<file path="src/rtl/freq_monitor_supervisor.sv">
// freq_monitor_supervisor
//
// Once per measurement window, checks each lane's kHz tally against a
// programmable inclusive [min,max] window. Lane lock (lane_ok) is qualified
// with hysteresis, and a sticky irq is raised when any enabled lane changes
// lock state.
//
// Build option: define FREQ_MON_SUPERVISOR_HISTORY_EN to add per-lane
// min/max snapshot history returned on the read port.
//
// Ports:
//   ref_clk, rst      clock, synchronous active-high reset
//   khz_counters      lane i count at [20i+19:20i]
//   window_tick       one-cycle pulse that starts a scan (ignored if busy)
//   cfg_wr/cfg_lane/cfg_min/cfg_max   per-lane threshold write
//   rd_req/rd_lane    read request; rd_ack/rd_data answer one cycle later
//   rd_data           {lane_ok, last_in_range, snapshot count[19:0]}
//   lane_ok           qualified per-lane lock status
//   irq, irq_clr      sticky change interrupt and its clear
//   tick_overrun      sticky; tick arrived while a scan was running
//   dbg_state         FSM state (0=IDLE, 1=SCAN, 2=DONE)
//   rd_hist_min/max   (history build only) lane snapshot extremes
//
// Handshake: rd_req is a single-cycle request that is always accepted;
// rd_ack pulses exactly one cycle later with rd_data valid in that cycle.
// Requests may be issued on every cycle.
module freq_monitor_supervisor #(
  parameter int NUM_SIGNALS  = 4,
  parameter int LOCK_COUNT   = 3,
  parameter int UNLOCK_COUNT = 2
) (
  input  logic                      ref_clk,
  input  logic                      rst,
  input  logic [20*NUM_SIGNALS-1:0] khz_counters,
  input  logic                      window_tick,
  input  logic                      cfg_wr,
  input  logic [3:0]                cfg_lane,
  input  logic [19:0]               cfg_min,
  input  logic [19:0]               cfg_max,
  input  logic                      rd_req,
  input  logic [3:0]                rd_lane,
  output logic                      rd_ack,
  output logic [21:0]               rd_data,
  output logic [NUM_SIGNALS-1:0]    lane_ok,
  output logic                      irq,
  input  logic                      irq_clr,
  output logic                      tick_overrun,
  output logic [1:0]                dbg_state
`ifdef FREQ_MON_SUPERVISOR_HISTORY_EN
  ,
  output logic [19:0]               rd_hist_min,
  output logic [19:0]               rd_hist_max
`endif
);

  typedef enum logic [1:0] {
    IDLE = 2'd0,
    SCAN = 2'd1,
    DONE = 2'd2
  } state_t;

  state_t                 state;
  logic [3:0]             scan_idx;
  logic [19:0]            snap     [NUM_SIGNALS];
  logic [19:0]            min_r    [NUM_SIGNALS];
  logic [19:0]            max_r    [NUM_SIGNALS];
  logic [3:0]             good_cnt [NUM_SIGNALS];
  logic [3:0]             bad_cnt  [NUM_SIGNALS];
  logic [NUM_SIGNALS-1:0] last_in_range;
  logic [NUM_SIGNALS-1:0] prev_ok;

`ifdef FREQ_MON_SUPERVISOR_HISTORY_EN
  logic [19:0]            hist_min [NUM_SIGNALS];
  logic [19:0]            hist_max [NUM_SIGNALS];
  logic [19:0]            rd_sel_hmin;
  logic [19:0]            rd_sel_hmax;
`endif

  // Per-lane combinational evaluation terms
  logic [NUM_SIGNALS-1:0] lane_en;
  logic [NUM_SIGNALS-1:0] in_rng;
  logic [NUM_SIGNALS-1:0] eval_hit;
  logic [NUM_SIGNALS-1:0] cfg_hit;
  logic [3:0]             good_inc [NUM_SIGNALS];
  logic [3:0]             bad_inc  [NUM_SIGNALS];
  logic [21:0]            rd_sel_data;
  logic                   ok_changed;

  assign dbg_state = state;

  always_comb begin
    for (int i = 0; i < NUM_SIGNALS; i++) begin
      lane_en[i]  = (min_r[i] <= max_r[i]);
      in_rng[i]   = lane_en[i] && (snap[i] >= min_r[i]) && (snap[i] <= max_r[i]);
      good_inc[i] = (good_cnt[i] == 4'hF) ? 4'hF : good_cnt[i] + 4'd1;
      bad_inc[i]  = (bad_cnt[i] == 4'hF) ? 4'hF : bad_cnt[i] + 4'd1;
      eval_hit[i] = (state == SCAN) && (scan_idx == 4'(i));
      cfg_hit[i]  = cfg_wr && (cfg_lane == 4'(i));
    end
  end

  // Only lanes that are enabled now may raise irq on a lock change.
  assign ok_changed = |((lane_ok ^ prev_ok) & lane_en);

  // Read mux: out-of-range lane indices fall through to zero.
  always_comb begin
    rd_sel_data = '0;
`ifdef FREQ_MON_SUPERVISOR_HISTORY_EN
    rd_sel_hmin = '0;
    rd_sel_hmax = '0;
`endif
    for (int i = 0; i < NUM_SIGNALS; i++) begin
      if (rd_lane == 4'(i)) begin
        rd_sel_data = {lane_ok[i], last_in_range[i], snap[i]};
`ifdef FREQ_MON_SUPERVISOR_HISTORY_EN
        rd_sel_hmin = hist_min[i];
        rd_sel_hmax = hist_max[i];
`endif
      end
    end
  end

  always_ff @(posedge ref_clk) begin
    if (rst) begin
      state         <= IDLE;
      scan_idx      <= '0;
      irq           <= 1'b0;
      tick_overrun  <= 1'b0;
      rd_ack        <= 1'b0;
      rd_data       <= '0;
      lane_ok       <= '0;
      prev_ok       <= '0;
      last_in_range <= '0;
`ifdef FREQ_MON_SUPERVISOR_HISTORY_EN
      rd_hist_min   <= '0;
      rd_hist_max   <= '0;
`endif
      for (int i = 0; i < NUM_SIGNALS; i++) begin
        snap[i]     <= '0;
        min_r[i]    <= '0;
        max_r[i]    <= '0;
        good_cnt[i] <= '0;
        bad_cnt[i]  <= '0;
`ifdef FREQ_MON_SUPERVISOR_HISTORY_EN
        hist_min[i] <= 20'hFFFFF;
        hist_max[i] <= '0;
`endif
      end
    end else begin
      // Read port
      rd_ack <= rd_req;
      if (rd_req) begin
        rd_data <= rd_sel_data;
`ifdef FREQ_MON_SUPERVISOR_HISTORY_EN
        rd_hist_min <= rd_sel_hmin;
        rd_hist_max <= rd_sel_hmax;
`endif
      end

      // Sticky flags: set wins over clear
      if (window_tick && (state != IDLE))
        tick_overrun <= 1'b1;
      else if (irq_clr)
        tick_overrun <= 1'b0;

      if ((state == DONE) && ok_changed)
        irq <= 1'b1;
      else if (irq_clr)
        irq <= 1'b0;

      // FSM
      case (state)
        IDLE: begin
          if (window_tick) begin
            state    <= SCAN;
            scan_idx <= '0;
            prev_ok  <= lane_ok;
          end
        end
        SCAN: begin
          if (scan_idx == 4'(NUM_SIGNALS - 1))
            state <= DONE;
          else
            scan_idx <= scan_idx + 4'd1;
        end
        DONE: state <= IDLE;
        default: state <= IDLE;
      endcase

      // Per-lane state. A config write on a lane discards any evaluation of
      // that lane in the same cycle, and also clears its pre-scan lock copy
      // so the forced clear cannot show up as an irq-worthy change.
      for (int i = 0; i < NUM_SIGNALS; i++) begin
        if ((state == IDLE) && window_tick)
          snap[i] <= khz_counters[20*i +: 20];

        if (cfg_hit[i]) begin
          min_r[i]         <= cfg_min;
          max_r[i]         <= cfg_max;
          good_cnt[i]      <= '0;
          bad_cnt[i]       <= '0;
          lane_ok[i]       <= 1'b0;
          last_in_range[i] <= 1'b0;
          prev_ok[i]       <= 1'b0;
`ifdef FREQ_MON_SUPERVISOR_HISTORY_EN
          hist_min[i]      <= 20'hFFFFF;
          hist_max[i]      <= '0;
`endif
        end else if (eval_hit[i]) begin
          if (!lane_en[i]) begin
            good_cnt[i]      <= '0;
            bad_cnt[i]       <= '0;
            lane_ok[i]       <= 1'b0;
            last_in_range[i] <= 1'b0;
          end else begin
            last_in_range[i] <= in_rng[i];
            if (in_rng[i]) begin
              good_cnt[i] <= good_inc[i];
              bad_cnt[i]  <= '0;
              if (good_inc[i] >= 4'(LOCK_COUNT))
                lane_ok[i] <= 1'b1;
            end else begin
              bad_cnt[i]  <= bad_inc[i];
              good_cnt[i] <= '0;
              if (bad_inc[i] >= 4'(UNLOCK_COUNT))
                lane_ok[i] <= 1'b0;
            end
`ifdef FREQ_MON_SUPERVISOR_HISTORY_EN
            if (snap[i] < hist_min[i]) hist_min[i] <= snap[i];
            if (snap[i] > hist_max[i]) hist_max[i] <= snap[i];
`endif
          end
        end
      end
    end
  end

endmodule

</file>
<file path="config.mk">
export PLATFORM = sky130hd
export DESIGN_NAME = freq_monitor_supervisor
export DESIGN_NICKNAME = d
export VERILOG_FILES = /design/src/rtl/freq_monitor_supervisor.sv
export SDC_FILE = /design/constraint.sdc
export NUM_CORES = 1
export LEC_CHECK = 0
export CORE_MARGIN = 5
export CORE_UTILIZATION = 50
export DETAILED_ROUTE_END_ITERATION = 7
export GPL_TIMING_DRIVEN = 0
export HOLD_SLACK_MARGIN = 0.06
export PLACE_DENSITY = 0.71
export SETUP_SLACK_MARGIN = 0.05
export SLEW_MARGIN = 20
export SYNTH_ARGS = -nofsm -noshare
export SYNTH_HDL_FRONTEND = slang
export SYNTH_SLANG_ARGS = --single-unit
</file>
<file path="constraint.sdc">
create_clock -name ref_clk -period 10.6 [get_ports ref_clk]
set_clock_uncertainty 0.05 [all_clocks]
set_input_delay 3.18 -clock ref_clk [delete_from_list [all_inputs] [get_ports ref_clk]]
set_output_delay 3.18 -clock ref_clk [all_outputs]
set_load 0.03 [all_outputs]
</file>
==> flow_summary.yaml, run 1 <==
final_layout:
  antenna_cells: 0
  final_util: 0.605
  syn_to_final_growth_pct: 18.9
  final_common_cell: "edfxtp_1"
  fin_area_um2: 22300
  drive_gt1_frac: 0.0554
  nNetsFinal: 2277
  final_cell_mix: "272 x edfxtp_1, 256 x ha_1, 246 x and2_1"
grt:
  grt_pass1_wl_um: 82000
  grt_max_degree: 31
  grt_pass1_vias: 13700
  antenna_found_initial: 1
  grt_overflow: 0
  grt_use_total: 0.265
timing:
  finalSetupViolations: 0
  fin_tns_setup_ns: 0
  tightest_slew_ns: 1.09
  max_clock_freq_mhz: 181
  hold_violations: 0
  hold_ws_ns: 0.392
  slew_headroom: 0.275
  fin_crit_sh: 0.520
  grt_setup_unrepaired: "false"
  final_max_slew_viol_count: 0
  period_minus_slack_ns: 5.51
worst_setup_path:
  arrival_ns: 5.86
  end_kind: "flop"
  startpoint_type: "primary input"
  worst_ep_required_time_ns: 10.94
  path_class: "primary input to flop"
  path_max_fanout: 10
clocking:
  cts_max_path_buffers: 3
  clock_latency_ns: 0.54
  cts_root_buf: "clkbuf_16"
  clock_sinks: 315
  cts_tree: "built"
  holdBufCountCts: 0
  postCtsSetupRepairBufs: 0
  cts_resized: 0
  cts_buffers: 37
  h-tree-depth: 2
  clkSlewWorstSetupHoldPaths_ns: 0.06
synthesis:
  mappedNetlistNets: 2068
  ys_warn_count: 0
  synth_seq_cells: 315
  synth_cell_types: 63
  syn_inst: 1678
  avgSynthCellArea_um2: 11.2
  ys_seq_area_frac: 0.482
  async_flop_share: 0
  syn_area_um2: 18700
  dominantRegCellSynth: "edfxtp_1"
  synth_edf_count: 272
flow_run:
  maxCapViolations: 0
power_and_ir_drop:
  totalPowerFinal_mw: 3.21
  p_per_area_nw_per_um2: 144
  p_leak_nw: 9.46
  vdd_ir_drop_max_uv: 96.7
routing:
  wl_per_cell_um: 23.4
  first_pass_iters: 5
  via_per_inst: 5.81
  drcViolationCount: 0
  route.antenna.remaining_nets: 0
  wirelength_um: 55800
  vias: 13800
  drt-initial-drc-count: 1047
placed_design:
  dpl_cell_area_um2: 21100
  io_buffer_count: 164
  dpl.hpwl_um: 44000
  gp_congestion: 0.960
die:
  start_util: 0.509
  core_area_um2: 36800
  die_w_um: 203
  die_y_um: 203
  io_pins: 165
  die_area_um2: 41400
  num_rows: 70
min_path:
  hold_path_class: "flop to flop"
outcome:
  outcome: "complete, no violations"
[critical path, cell delays in order]
cell and delay, ns:
clkdlybuf4s50_1 0.46, nor3b_2 0.64, nor2b_1 0.21, clkbuf_1 0.48
clkbuf_1 0.63, and2_1 0.24
[report_power, final]
part / leakage (nW) / internal [mW] / switching (mW)
Clock: 0.581 / 0.739 / 0.508
Combinational: 5.80 / 0.205 / 0.272
Sequential: 3.08 / 1.42 / 0.0643
Total: 9.46 / 2.37 / 0.844
[cell usage after synthesis (3+ instances only)]
library cell,n,area share
a21boi_0,4,0.0016
dfxtp_1,43,0.046
nor2_1,72,0.014
o21bai_1,3,0.0012
o21a_1,6,0.0024
o221ai_1,3,0.0014
nand2b_1,6,0.0020
nand2_1,66,0.013
xor2_1,3,0.0014
a2111o_1,4,0.0024
buf_1,3,0.00060
nor4bb_1,7,0.0037
nor2b_1,32,0.011
a221o_1,4,0.0021
nand3_1,45,0.012
nor3_1,23,0.0062
nand4b_1,4,0.0019
clkbuf_1,32,0.0064
and2_1,246,0.082
nor4_1,3,0.0010
ha_1,256,0.17
nor3b_1,4,0.0016
mux4_2,22,0.026
a21o_1,29,0.012
and4_1,18,0.0084
a31oi_1,12,0.0040
o211ai_1,9,0.0036
o21ai_0,26,0.0070
edfxtp_1,272,0.44
inv_1,184,0.037
a211o_1,3,0.0014
nor4b_1,3,0.0014
xnor2_1,4,0.0019
nand4_1,39,0.013
a211oi_1,9,0.0036
a21oi_1,133,0.036
mux2i_1,5,0.0027
[layout make-up]
cell class / instances / area (µm²)
buffer: 37 / 143
clock buffer: 49 / 1040
clock inverter: 15 / 139
fill: 3064 / 14500
inverter: 184 / 691
multi-input combinational: 1142 / 8870
sequential: 315 / 9030
tap: 468 / 586
timing repair buffer: 170 / 1760
[layer usage]
layer  GRT usage  share of wire  vias to the layer above
met3      0.0592          0.084                      124
met4       0.105          0.043                        0
met1       0.350           0.42                     6655
li1            -              -                     6507
met2       0.426           0.45                      547
met5           0              0                        -
[path summary, 6_finish.rpt]
| path | startpoint | endpoint | slack (ns) | cells after the start |
|---|---|---|---|---|
| min reg2reg | last_in_range[0] | last_in_range[0] | 0.39 | 2 |
| max | window_tick | snap[3][0] | 5.09 | 6 |
| max reg2reg | min_r[0][6] | irq | 6.99 | 8 |
| min | last_in_range[0] | last_in_range[0] | 0.39 | 2 |
[sequential cells by signal, summed over array words and instances, names as in the netlist, 2 cells and up]
name / count
dbg_state: 2
prev_ok: 4
lane_ok: 4
max_r: 80
snap: 80
last_in_range: 4
rd_data: 22
scan_idx: 4
min_r: 80
bad_cnt: 16
good_cnt: 16
[logic make-up after synthesis]
logic type,Yosys count,share of synthesized area
AND/OR/NAND/NOR,579,0.177
flip-flops,315,0.482
AO/OA/AOI/OAI,273,0.0922
adder cells (fa/ha/maj),256,0.171
buffers and inverters,221,0.0445
multiplexers,27,0.0292
XOR/XNOR,7,0.00328
[through the flow]
step,setup WS (ns),cells
2_1_floorplan,4.21,1678
3_3_place_gp,2.13,2310
3_5_place_dp,4.56,2316
4_1_cts,5.10,2380
5_1_grt,5.02,2380
6_report,5.09,2380
Power figures use the tool's default switching activity.
==> run 2: changes to the inputs <==
==> constraint.sdc (replaced) <==
create_clock -name ref_clk -period 5.23 [get_ports ref_clk]
set_clock_uncertainty 0.05 [all_clocks]
set_input_delay 1.569 -clock ref_clk [delete_from_list [all_inputs] [get_ports ref_clk]]
set_output_delay 1.569 -clock ref_clk [all_outputs]
set_load 0.03 [all_outputs]
==> results of run 2 <==
Same layout as run 1 (identical final DEF). Status: complete, no violations.
Among the figures that moved: setup slack after placement 4.56 ns -> 0.802 ns; setup slack after layout 5.09 ns -> 1.33 ns; register-to-register setup slack 6.99 ns -> 1.62 ns; total power 3.21 mW -> 6.51 mW; worst IR drop on VDD 96.7 µV -> 196 µV
